===== src/rtl/mem_arbiter.sv =====
// -----------------------------------------------------------------------------
// mem_arbiter
//   Shares one single-port data memory between the processor load/store path
//   and a DMA requester. Each access occupies the memory for LAT cycles and is
//   followed by one IDLE turnaround cycle. When both sides ask at once, the one
//   that was not served last wins, so neither side can starve. The processor is
//   frozen (cpu_enable low) while its own request is waiting or in flight, and
//   it advances in exactly the cycle its access completes.
//
// Parameters
//   AW  : address width
//   DW  : data width
//   LAT : memory cycles per transaction (>= 1)
//
// Ports
//   clk, rst_n          : clock; synchronous active-low reset
//   cpu_req/we/addr/wdata : processor load/store request
//   cpu_rdata           : load data, valid in the CPU completion cycle only
//   cpu_enable          : processor advance enable (controller enable input)
//   dma_req/we/addr/wdata : DMA request, held until dma_done
//   dma_gnt             : DMA owns the memory this cycle
//   dma_done, dma_rdata : one-cycle completion pulse and its read data
//   mem_addr/we/wdata   : memory port; mem_rdata is combinational from mem_addr
// -----------------------------------------------------------------------------
module mem_arbiter #(
  parameter int AW  = 32,
  parameter int DW  = 32,
  parameter int LAT = 2
) (
  input  logic          clk,
  input  logic          rst_n,
  input  logic          cpu_req,
  input  logic          cpu_we,
  input  logic [AW-1:0] cpu_addr,
  input  logic [DW-1:0] cpu_wdata,
  output logic [DW-1:0] cpu_rdata,
  output logic          cpu_enable,
  input  logic          dma_req,
  input  logic          dma_we,
  input  logic [AW-1:0] dma_addr,
  input  logic [DW-1:0] dma_wdata,
  output logic          dma_gnt,
  output logic          dma_done,
  output logic [DW-1:0] dma_rdata,
  output logic [AW-1:0] mem_addr,
  output logic          mem_we,
  output logic [DW-1:0] mem_wdata,
  input  logic [DW-1:0] mem_rdata
);

  localparam int CW = $clog2(LAT) + 1;
  localparam logic [CW-1:0] CNT_LOAD = CW'(LAT - 1);
  localparam logic [CW-1:0] CNT_ZERO = {CW{1'b0}};
  localparam logic [CW-1:0] CNT_ONE  = CW'(1);
  localparam logic OWN_CPU = 1'b0;
  localparam logic OWN_DMA = 1'b1;

  typedef enum logic [0:0] {
    IDLE   = 1'b0,
    ACCESS = 1'b1
  } state_t;

  state_t        state_q, state_d;
  logic          owner_q, owner_d;
  logic          last_gnt_q, last_gnt_d;
  logic [CW-1:0] cnt_q, cnt_d;
  logic [AW-1:0] addr_q, addr_d;
  logic          we_q, we_d;
  logic [DW-1:0] wdata_q, wdata_d;

  logic grant_s;
  logic pick_dma_s;
  logic access_s;
  logic final_s;

  // Next-state logic: arbitration in IDLE, countdown in ACCESS.
  always_comb begin
    state_d    = state_q;
    owner_d    = owner_q;
    last_gnt_d = last_gnt_q;
    cnt_d      = cnt_q;
    addr_d     = addr_q;
    we_d       = we_q;
    wdata_d    = wdata_q;
    grant_s    = 1'b0;
    pick_dma_s = 1'b0;
    case (state_q)
      IDLE: begin
        if (cpu_req && dma_req) begin
          // Tie: serve whoever was not served last.
          grant_s    = 1'b1;
          pick_dma_s = (last_gnt_q == OWN_CPU);
        end else if (cpu_req) begin
          grant_s    = 1'b1;
          pick_dma_s = OWN_CPU;
        end else if (dma_req) begin
          grant_s    = 1'b1;
          pick_dma_s = OWN_DMA;
        end else begin
          grant_s    = 1'b0;
          pick_dma_s = OWN_CPU;
        end
        if (grant_s) begin
          state_d    = ACCESS;
          owner_d    = pick_dma_s;
          last_gnt_d = pick_dma_s;
          cnt_d      = CNT_LOAD;
          if (pick_dma_s) begin
            addr_d  = dma_addr;
            we_d    = dma_we;
            wdata_d = dma_wdata;
          end else begin
            addr_d  = cpu_addr;
            we_d    = cpu_we;
            wdata_d = cpu_wdata;
          end
        end else begin
          state_d = IDLE;
        end
      end
      ACCESS: begin
        // A withdrawn request does not abort: the access always runs to cnt == 0.
        if (cnt_q != CNT_ZERO) begin
          cnt_d = cnt_q - CNT_ONE;
        end else begin
          state_d = IDLE;
        end
      end
      default: begin
        state_d = IDLE;
      end
    endcase
  end

  // State register; last_gnt resets to DMA so the CPU wins the first tie.
  always_ff @(posedge clk) begin
    if (!rst_n) begin
      state_q    <= IDLE;
      owner_q    <= OWN_CPU;
      last_gnt_q <= OWN_DMA;
      cnt_q      <= CNT_ZERO;
      addr_q     <= {AW{1'b0}};
      we_q       <= 1'b0;
      wdata_q    <= {DW{1'b0}};
    end else begin
      state_q    <= state_d;
      owner_q    <= owner_d;
      last_gnt_q <= last_gnt_d;
      cnt_q      <= cnt_d;
      addr_q     <= addr_d;
      we_q       <= we_d;
      wdata_q    <= wdata_d;
    end
  end

  assign access_s = (state_q == ACCESS);
  assign final_s  = access_s && (cnt_q == CNT_ZERO);

  // Memory port: driven only while an access is in progress; one strobe per store.
  assign mem_addr  = access_s ? addr_q  : {AW{1'b0}};
  assign mem_wdata = access_s ? wdata_q : {DW{1'b0}};
  assign mem_we    = final_s && we_q;

  // Completion signalling to the two requesters.
  assign cpu_rdata  = (final_s && (owner_q == OWN_CPU)) ? mem_rdata : {DW{1'b0}};
  assign dma_done   = final_s && (owner_q == OWN_DMA);
  assign dma_rdata  = dma_done ? mem_rdata : {DW{1'b0}};
  assign dma_gnt    = access_s && (owner_q == OWN_DMA);

  // The processor runs unless it needs memory, and then only in its completion cycle.
  assign cpu_enable = !cpu_req || (final_s && (owner_q == OWN_CPU));

endmodule


===== config.mk =====
export PLATFORM = sky130hd
export DESIGN_NAME = mem_arbiter
export DESIGN_NICKNAME = d
export VERILOG_FILES = /design/src/rtl/mem_arbiter.sv
export SDC_FILE = /design/constraint.sdc
export NUM_CORES = 1
export LEC_CHECK = 0
export ABC_CLOCK_PERIOD_IN_PS = 1900
export BUFFER_PORTS_ARGS = -buffer_cell sky130_fd_sc_hd__buf_2
export CAP_MARGIN = 5
export CORE_AREA = 2 2 117 119
export DETAILED_ROUTE_END_ITERATION = 8
export DIE_AREA = 0 0 119 121
export SKIP_LAST_GASP = 1
export SLEW_MARGIN = 0
export SYNTH_ARGS = -nofsm -noshare
export SYNTH_HDL_FRONTEND = slang
export SYNTH_SLANG_ARGS = --single-unit

===== constraint.sdc =====
create_clock -name clk -period 1.9 [get_ports clk]
set_clock_uncertainty 0.15 [all_clocks]
set_input_delay 0.285 -clock clk [delete_from_list [all_inputs] [get_ports clk]]
set_output_delay 0.285 -clock clk [all_outputs]
set_load 0.1 [all_outputs]

==> metrics.txt, run 1 <==
outcome=finished, violations left; failing checks=negative setup slack; placer congestion estimate=0.848; CTS Hold Bufs=0; Final HPWL DP=11500 um; # H-tree levels=3; worst min path class=in2reg; #FFs+latches synth=70; CTS buffer count=9; Area Overhead vs Synth=113%; Post-Synthesis Cells=about 540; clk slew on worst S/H paths=60 ps; Yosys cell types=25; largest net degree at the start of global routing=69; DR vias/cell=4.79; Setup WS pre-CTS=just under 90 ps; Achievable Freq=0.480 GHz; final wirelength=16200 um; port bufs=297; metal3 WL=1550 um; ratio of cells with drive above 1 in the final layout=51.4%; clock sink count=70; XOR/XNOR share of the synthesized area=0%; cell area after synthesis=between 0.003 and 0.004 mm^2; Avg Inst Size Synth=7.14 um^2; worst vdd ir=0.000415 V; area of the multi-input gates=~0.0024 mm^2; sequential area share after synthesis=roughly 37%; Max clock buf depth=2; Hold Fails Final Rpt=0; MaxCap Viol Count=0; period utilisation layout=110%; Initial Utilization=between 20 and 30%; die area=roughly 0.014 mm^2; Post-Synth Simple-Gate Area=28.9%; crit-path max FO=17; Power Density=714 mW/mm^2; startpoint types=register; # setup viols final=between 60 and 70; die height=121 um; Critical Path AT=1650 ps; Slew Limit Headroom=79.5%; crit end category=primary output; reg2reg start=access_s; post-layout min period=2080 ps; DIE WIDTH=119 um; RSZ-0062 raised after global routing=true; syn_nets=702; dpl cells=~970; FILL cells=approximately 1100; number of global-route vias before repair=around 4600; core area=0.0131 mm^2; P_leak=3.66 nW; yosys warns=0; CP Class=reg2out; HP Start=cpu_addr[8]; fin nets=981; fraction of the mapped netlist area in adder cells=less than 1%; Worst EP required=1460 ps; Metal-1 WL=between 5000 and 6000 um; Final WS setup=-184 ps; remaining antenna violation count=0; WL per Instance=16.3 um; post-synthesis mux area share=0%; initial DRC count=157; Worst-Margin Slew=308 ps; Pre-antenna DRT Iters=6; number of antenna violations at the first check in global routing=3; # IOs=298; main combinational cell family by area after synthesis=simple AND/OR/NAND/NOR gates; Max Slew Vio Count=0; DR vias=4782; global-route usage over all layers=between 20 and 25%; clock latency on the worst-skew pair=320 ps; Final TNS setup=-10080 ps; Compound-Gate Fraction of Synth Area=27.8%; global route overflow=0; drt drc=0; Final Non-Filler Cells=998; Max Used Layer=met4; Clock Tree Root=clkbuf_16; first-pass GRT wire length=24500 um; storage element area=0.00141 mm^2; Cell Rows=42; crit path from=cnt_q[0]; CTS tree=done; met2 wire length=around 8500 um
[what timing repair did]
| item | 4_1_cts | 5_1_grt |
|---|---|---|
| endpoints found under the hold margin | 0 | 0 |
| buffers inserted | 3 | 0 |
| setup endpoints to repair | 91 | 91 |
| cloned | 2 | 2 |
| gates resized for setup | 10 | 21 |
| pin swaps | 1 | 23 |
[registers in the layout (all words and copies together) (netlist names)]
name,count
cnt_q,2
access_s,1
owner_q,1
addr_q,32
last_gnt_q,1
wdata_q,32
we_q,1
[routing by layer]
layer	global-route usage, %	vias up
li1	-	2348
met1	22.6	2199
met2	38.7	212
met3	8.22	23
met4	8.33	0
met5	0	-
[area by class of cell]
type / instances / share of cell area, %
Antenna cell: 3 / 0.0924
Clock buffer: 12 / 3.28
Clock inverter: 4 / 0.246
Inverter: 5 / 0.231
Multi-Input combinational cell: 411 / 29.1
Sequential cell: 70 / 17.3
Tap cell: 176 / 2.71
Timing Repair Buffer: 317 / 47.0
[metrics by stage]
step	power (W)	area (um^2)	hold WS, ps	util [%]
final	0.00580	8120	40.9	62.1
after global routing	0.00607	8120	41.6	62.1
after CTS	0.00581	8030	23.7	61.4
after detailed placement	0.00419	7650	331	58.5
after global placement	0.00417	7650	301	58.5
after floorplan	0.00320	3940	269	-
[critical path, stage by stage (launching register included)]
cell and delay (ps):
dfxtp_2 320, inv_2 60, ha_4 150, and3_4 280
buf_12 160, and2_2 180, buf_12 170
[placed cells by master, fill, tap and decap left out, types with 3 or more instances in the layout]
master	instances
clkinv_2	4
buf_2	165
and2_4	31
diode_2	3
inv_1	3
clkbuf_16	10
o21ai_0	65
buf_4	4
clkbuf_8	3
and2_1	55
dfxtp_1	68
and2_2	43
buf_12	143
nand2_1	65
a21oi_1	130
nor2_1	3
[synth_stat cells]
cell | instances | share of area (%)
nor2_1 | 4 | 0.39
clkbuf_1 | 24 | 2.4
o21ai_1 | 1 | 0.13
o21ai_0 | 66 | 8.6
clkbuf_2 | 1 | 0.13
o21bai_2 | 1 | 0.29
buf_2 | 19 | 2.5
a21boi_2 | 1 | 0.29
a21bo_2 | 1 | 0.26
nor3_1 | 2 | 0.26
and3_1 | 2 | 0.33
dfxtp_1 | 70 | 37
nor2b_1 | 2 | 0.33
inv_1 | 5 | 0.49
ha_1 | 1 | 0.33
o21a_1 | 1 | 0.20
o21ba_2 | 1 | 0.26
o311ai_0 | 1 | 0.23
buf_4 | 4 | 0.79
and2_1 | 129 | 21
a21oi_1 | 130 | 17
a2bb2oi_1 | 1 | 0.23
a211oi_1 | 1 | 0.20
nand2_1 | 66 | 6.5
buf_1 | 1 | 0.098
[cells by family (layout without fill, tap and decap cells)]
logic type      after synthesis  count (layout)
fa+ha+maj                     1               1
simple gates                205             205
compound gates              205             205
buf+inv                      54             338
other cells                   0               3
flops                        70              70
[report_power, final]
part | internal (W) | leakage, nW | switching [W]
clock network | 0.000980 | 0.148 | 0.000600
logic | 0.000947 | 2.93 | 0.00157
registers | 0.00163 | 0.583 | 0.0000686
total | 0.00356 | 3.66 | 0.00224
[path summary, 6_finish.rpt]
kind | to | slack [ps] | depth (start not counted)
setup reg to reg | cnt_q[0] | 290 | 5
hold reg to reg | wdata_q[0] | 370 | 2
hold / removal | addr_q[8] | 40 | 3
setup / recovery | dma_rdata[5] | -180 | 6
No activity file was read; power rests on OpenSTA's default activity.
==> run 2: changes to the inputs <==
--- a/config.mk
+++ b/config.mk
@@ -11,6 +11,8 @@
 export CORE_AREA = 2 2 117 119
 export DETAILED_ROUTE_END_ITERATION = 8
 export DIE_AREA = 0 0 119 121
+export PLACE_DENSITY = 0.69
+export RECOVER_POWER = 50
 export SKIP_LAST_GASP = 1
 export SLEW_MARGIN = 0
 export SYNTH_ARGS = -nofsm -noshare
==> constraint.sdc (replaced) <==
create_clock -name clk -period 1.9 [get_ports clk]
set_clock_uncertainty 0.15 [all_clocks]
set_input_delay 0.38 -clock clk [delete_from_list [all_inputs] [get_ports clk]]
set_output_delay 0.38 -clock clk [all_outputs]
set_load 0.1 [all_outputs]
==> metrics.txt, run 2 (synthesis gave the netlist of run 1 again) <==
CTS buffer count=9 (unchanged); DR vias=4815 (+0.69%); Clock Tree Root=clkbuf_16; ratio of cells with drive above 1 in the final layout=57.7% (+6.3 points); crit end category=primary output; Worst-Margin Slew=327 ps (+18.9 ps); outcome=finished, violations left; critical path buffer and inverter count=3 (unchanged); global route overflow=0 (unchanged); clock sink count=70 (unchanged); Comb pwr share=44.1% (+0.7 points); most frequent cells in the layout=buf_2, buf_12, a21oi_1; WL per Instance=16.6 um (+2.1%); period utilisation layout=113% (+3.7 points); storage element area=0.00141 mm^2 (unchanged); failing checks=negative setup slack; CP Class=reg2out; die height=121 um (unchanged); MaxCap Viol Count=0 (unchanged); Seq pwr share=29.4% (about the same); FILL cells=1044 (-1.3%); drt drc=0 (unchanged); die area=0.0144 mm^2 (unchanged); global-route usage over all layers=22.0% (+0.55 points); crit-path max FO=8 (-9); placer congestion estimate=0.845 (-0.35%); Placed Area=0.00777 mm^2 (+1.5%); Critical Path AT=1620 ps (-30 ps); worst vdd ir=0.000429 V (+3.3%); worst-path cell chain=inv_2 -> ha_4 -> and3_4 -> clkbuf_16 -> and2_4 -> buf_12; Cell Rows=42 (unchanged); final wirelength=16600 um (+2.1%); sw frac=38.6% (about the same); Achievable Freq=0.464 GHz (-3.2%); worst min path class=in2reg; area of the multi-input gates=0.00247 mm^2 (+4.5%); first-pass GRT wire length=25100 um (+2.7%); Worst EP required=1370 ps (-90 ps); commonest non-fill, non-tap cell in the layout=buf_2; number of antenna violations at the first check in global routing=2 (-1); # H-tree levels=3 (unchanged); highest-delay cell along the critical path=dfxtp_2; fin area=0.00825 mm^2 (+1.5%); DIE WIDTH=119 um (unchanged); largest net degree at the start of global routing=69 (unchanged); Internal Power=0.00356 W (about the same); Area Overhead vs Synth=116%; Initial Utilization=29.2% (unchanged); P_leak=3.72 nW (+1.7%); Pre-antenna DRT Iters=4 (-2); core area=0.0131 mm^2 (unchanged); clock share of power=26.5% (-0.8 points); Hold Fails Final Rpt=0 (unchanged); remaining antenna violation count=0 (unchanged); RSZ-0062 raised after global routing=true; number of global-route vias before repair=4846 (+4.3%); DR vias/cell=4.82 (+0.69%); Crit path largest cell delay=320 ps (about the same); dpl cells=975 (+0.31%); critical path's top delay family=simple AND/OR/NAND/NOR gates; Power Density=703 mW/mm^2 (-1.5%); Max clock buf depth=2 (unchanged); fin nets=984 (+0.31%); biggest regs=addr_q x32, wdata_q x32, cnt_q x2; # setup viols final=66 (unchanged); CTS tree=done; clock latency on the worst-skew pair=320 ps (about the same); post-layout min period=2150 ps (+69.5 ps); # IOs=298 (unchanged); port bufs=297 (unchanged); startpoint types=register; Final HPWL DP=11900 um (+3.1%); Final Non-Filler Cells=998 (unchanged); Final WS setup=-254 ps (-69.5 ps); Slew Limit Headroom=78.2% (-1.3 points); NetSw=0.00224 W (about the same); clk slew on worst S/H paths=60 ps (about the same); initial DRC count=224 (+43%); Max Slew Vio Count=0 (unchanged)
## run 2: area by class of cell
class / count / share of cell area [%]
clock buffer: 14 / 3.20
sequential: 70 / 17.1
inverter: 5 / 0.228
clock inverter: 1 / 0.0607
tap: 176 / 2.67
multi-input combinational: 411 / 29.9
timing repair buffer: 320 / 46.8
antenna: 1 / 0.0303
## run 2: what timing repair did
action	in CTS	in global routing
setup buffers	1	1
hold buffers	0	0
gates resized for setup	22	6
gates cloned	2	3
setup endpoints to repair	67	100
pin swaps	8	21
## run 2: path summary, 6_finish.rpt
path	startpoint	end	slack (ps)	cells after the start
setup reg to reg	access_s	addr_q[19]	290	5
setup / recovery	cnt_q[0]	dma_rdata[8]	-250	6
hold reg to reg	wdata_q[0]	wdata_q[0]	370	2
hold / removal	cpu_wdata[11]	wdata_q[11]	140	3
## run 2: worst reg2reg max path, cell delays in order (launching register included)
cell and delay (ps):
dfxtp_4 380, buf_12 170, o21ba_2 270, buf_4 280, o21ai_0 150, a21oi_1 140
## run 2: per-stage QoR
step                setup WS (ps)  hold slack, ps  utilization, %  setup TNS, ps  power, W
CTS                          -272             124            62.3         -16020   0.00582
finish                       -254             139            63.0         -14140   0.00580
floorplan                    -185             287               -          -3200   0.00324
global placement             58.6             350            59.4              0   0.00420
global route                 -303             133            63.0         -18270   0.00607
detailed placement           24.4             355            59.4              0   0.00423
## run 2: power by group through the flow
| stage | sequential, W | combinational, W | clock (W) |
|---|---|---|---|
| finish | 0.00171 | 0.00256 | 0.00153 |
| global route | 0.00172 | 0.00269 | 0.00166 |
| CTS | 0.00170 | 0.00254 | 0.00158 |
| detailed placement | 0.00173 | 0.00250 | 0 |
| global placement | 0.00172 | 0.00248 | 0 |
| floorplan | 0.00170 | 0.00154 | 0 |
## run 2: metal layers
| layer | up-vias | wire [um] | GRT usage, % | part of all wire (%) |
|---|---|---|---|---|
| li1 | 2351 | - | - | - |
| met1 | 2214 | 6140 | 24.3 | 37 |
| met2 | 214 | 8590 | 39.4 | 52 |
| met3 | 34 | 1380 | 6.95 | 8.3 |
| met4 | 2 | 452 | 8.56 | 2.7 |
| met5 | - | 13 | 0 | 0.078 |
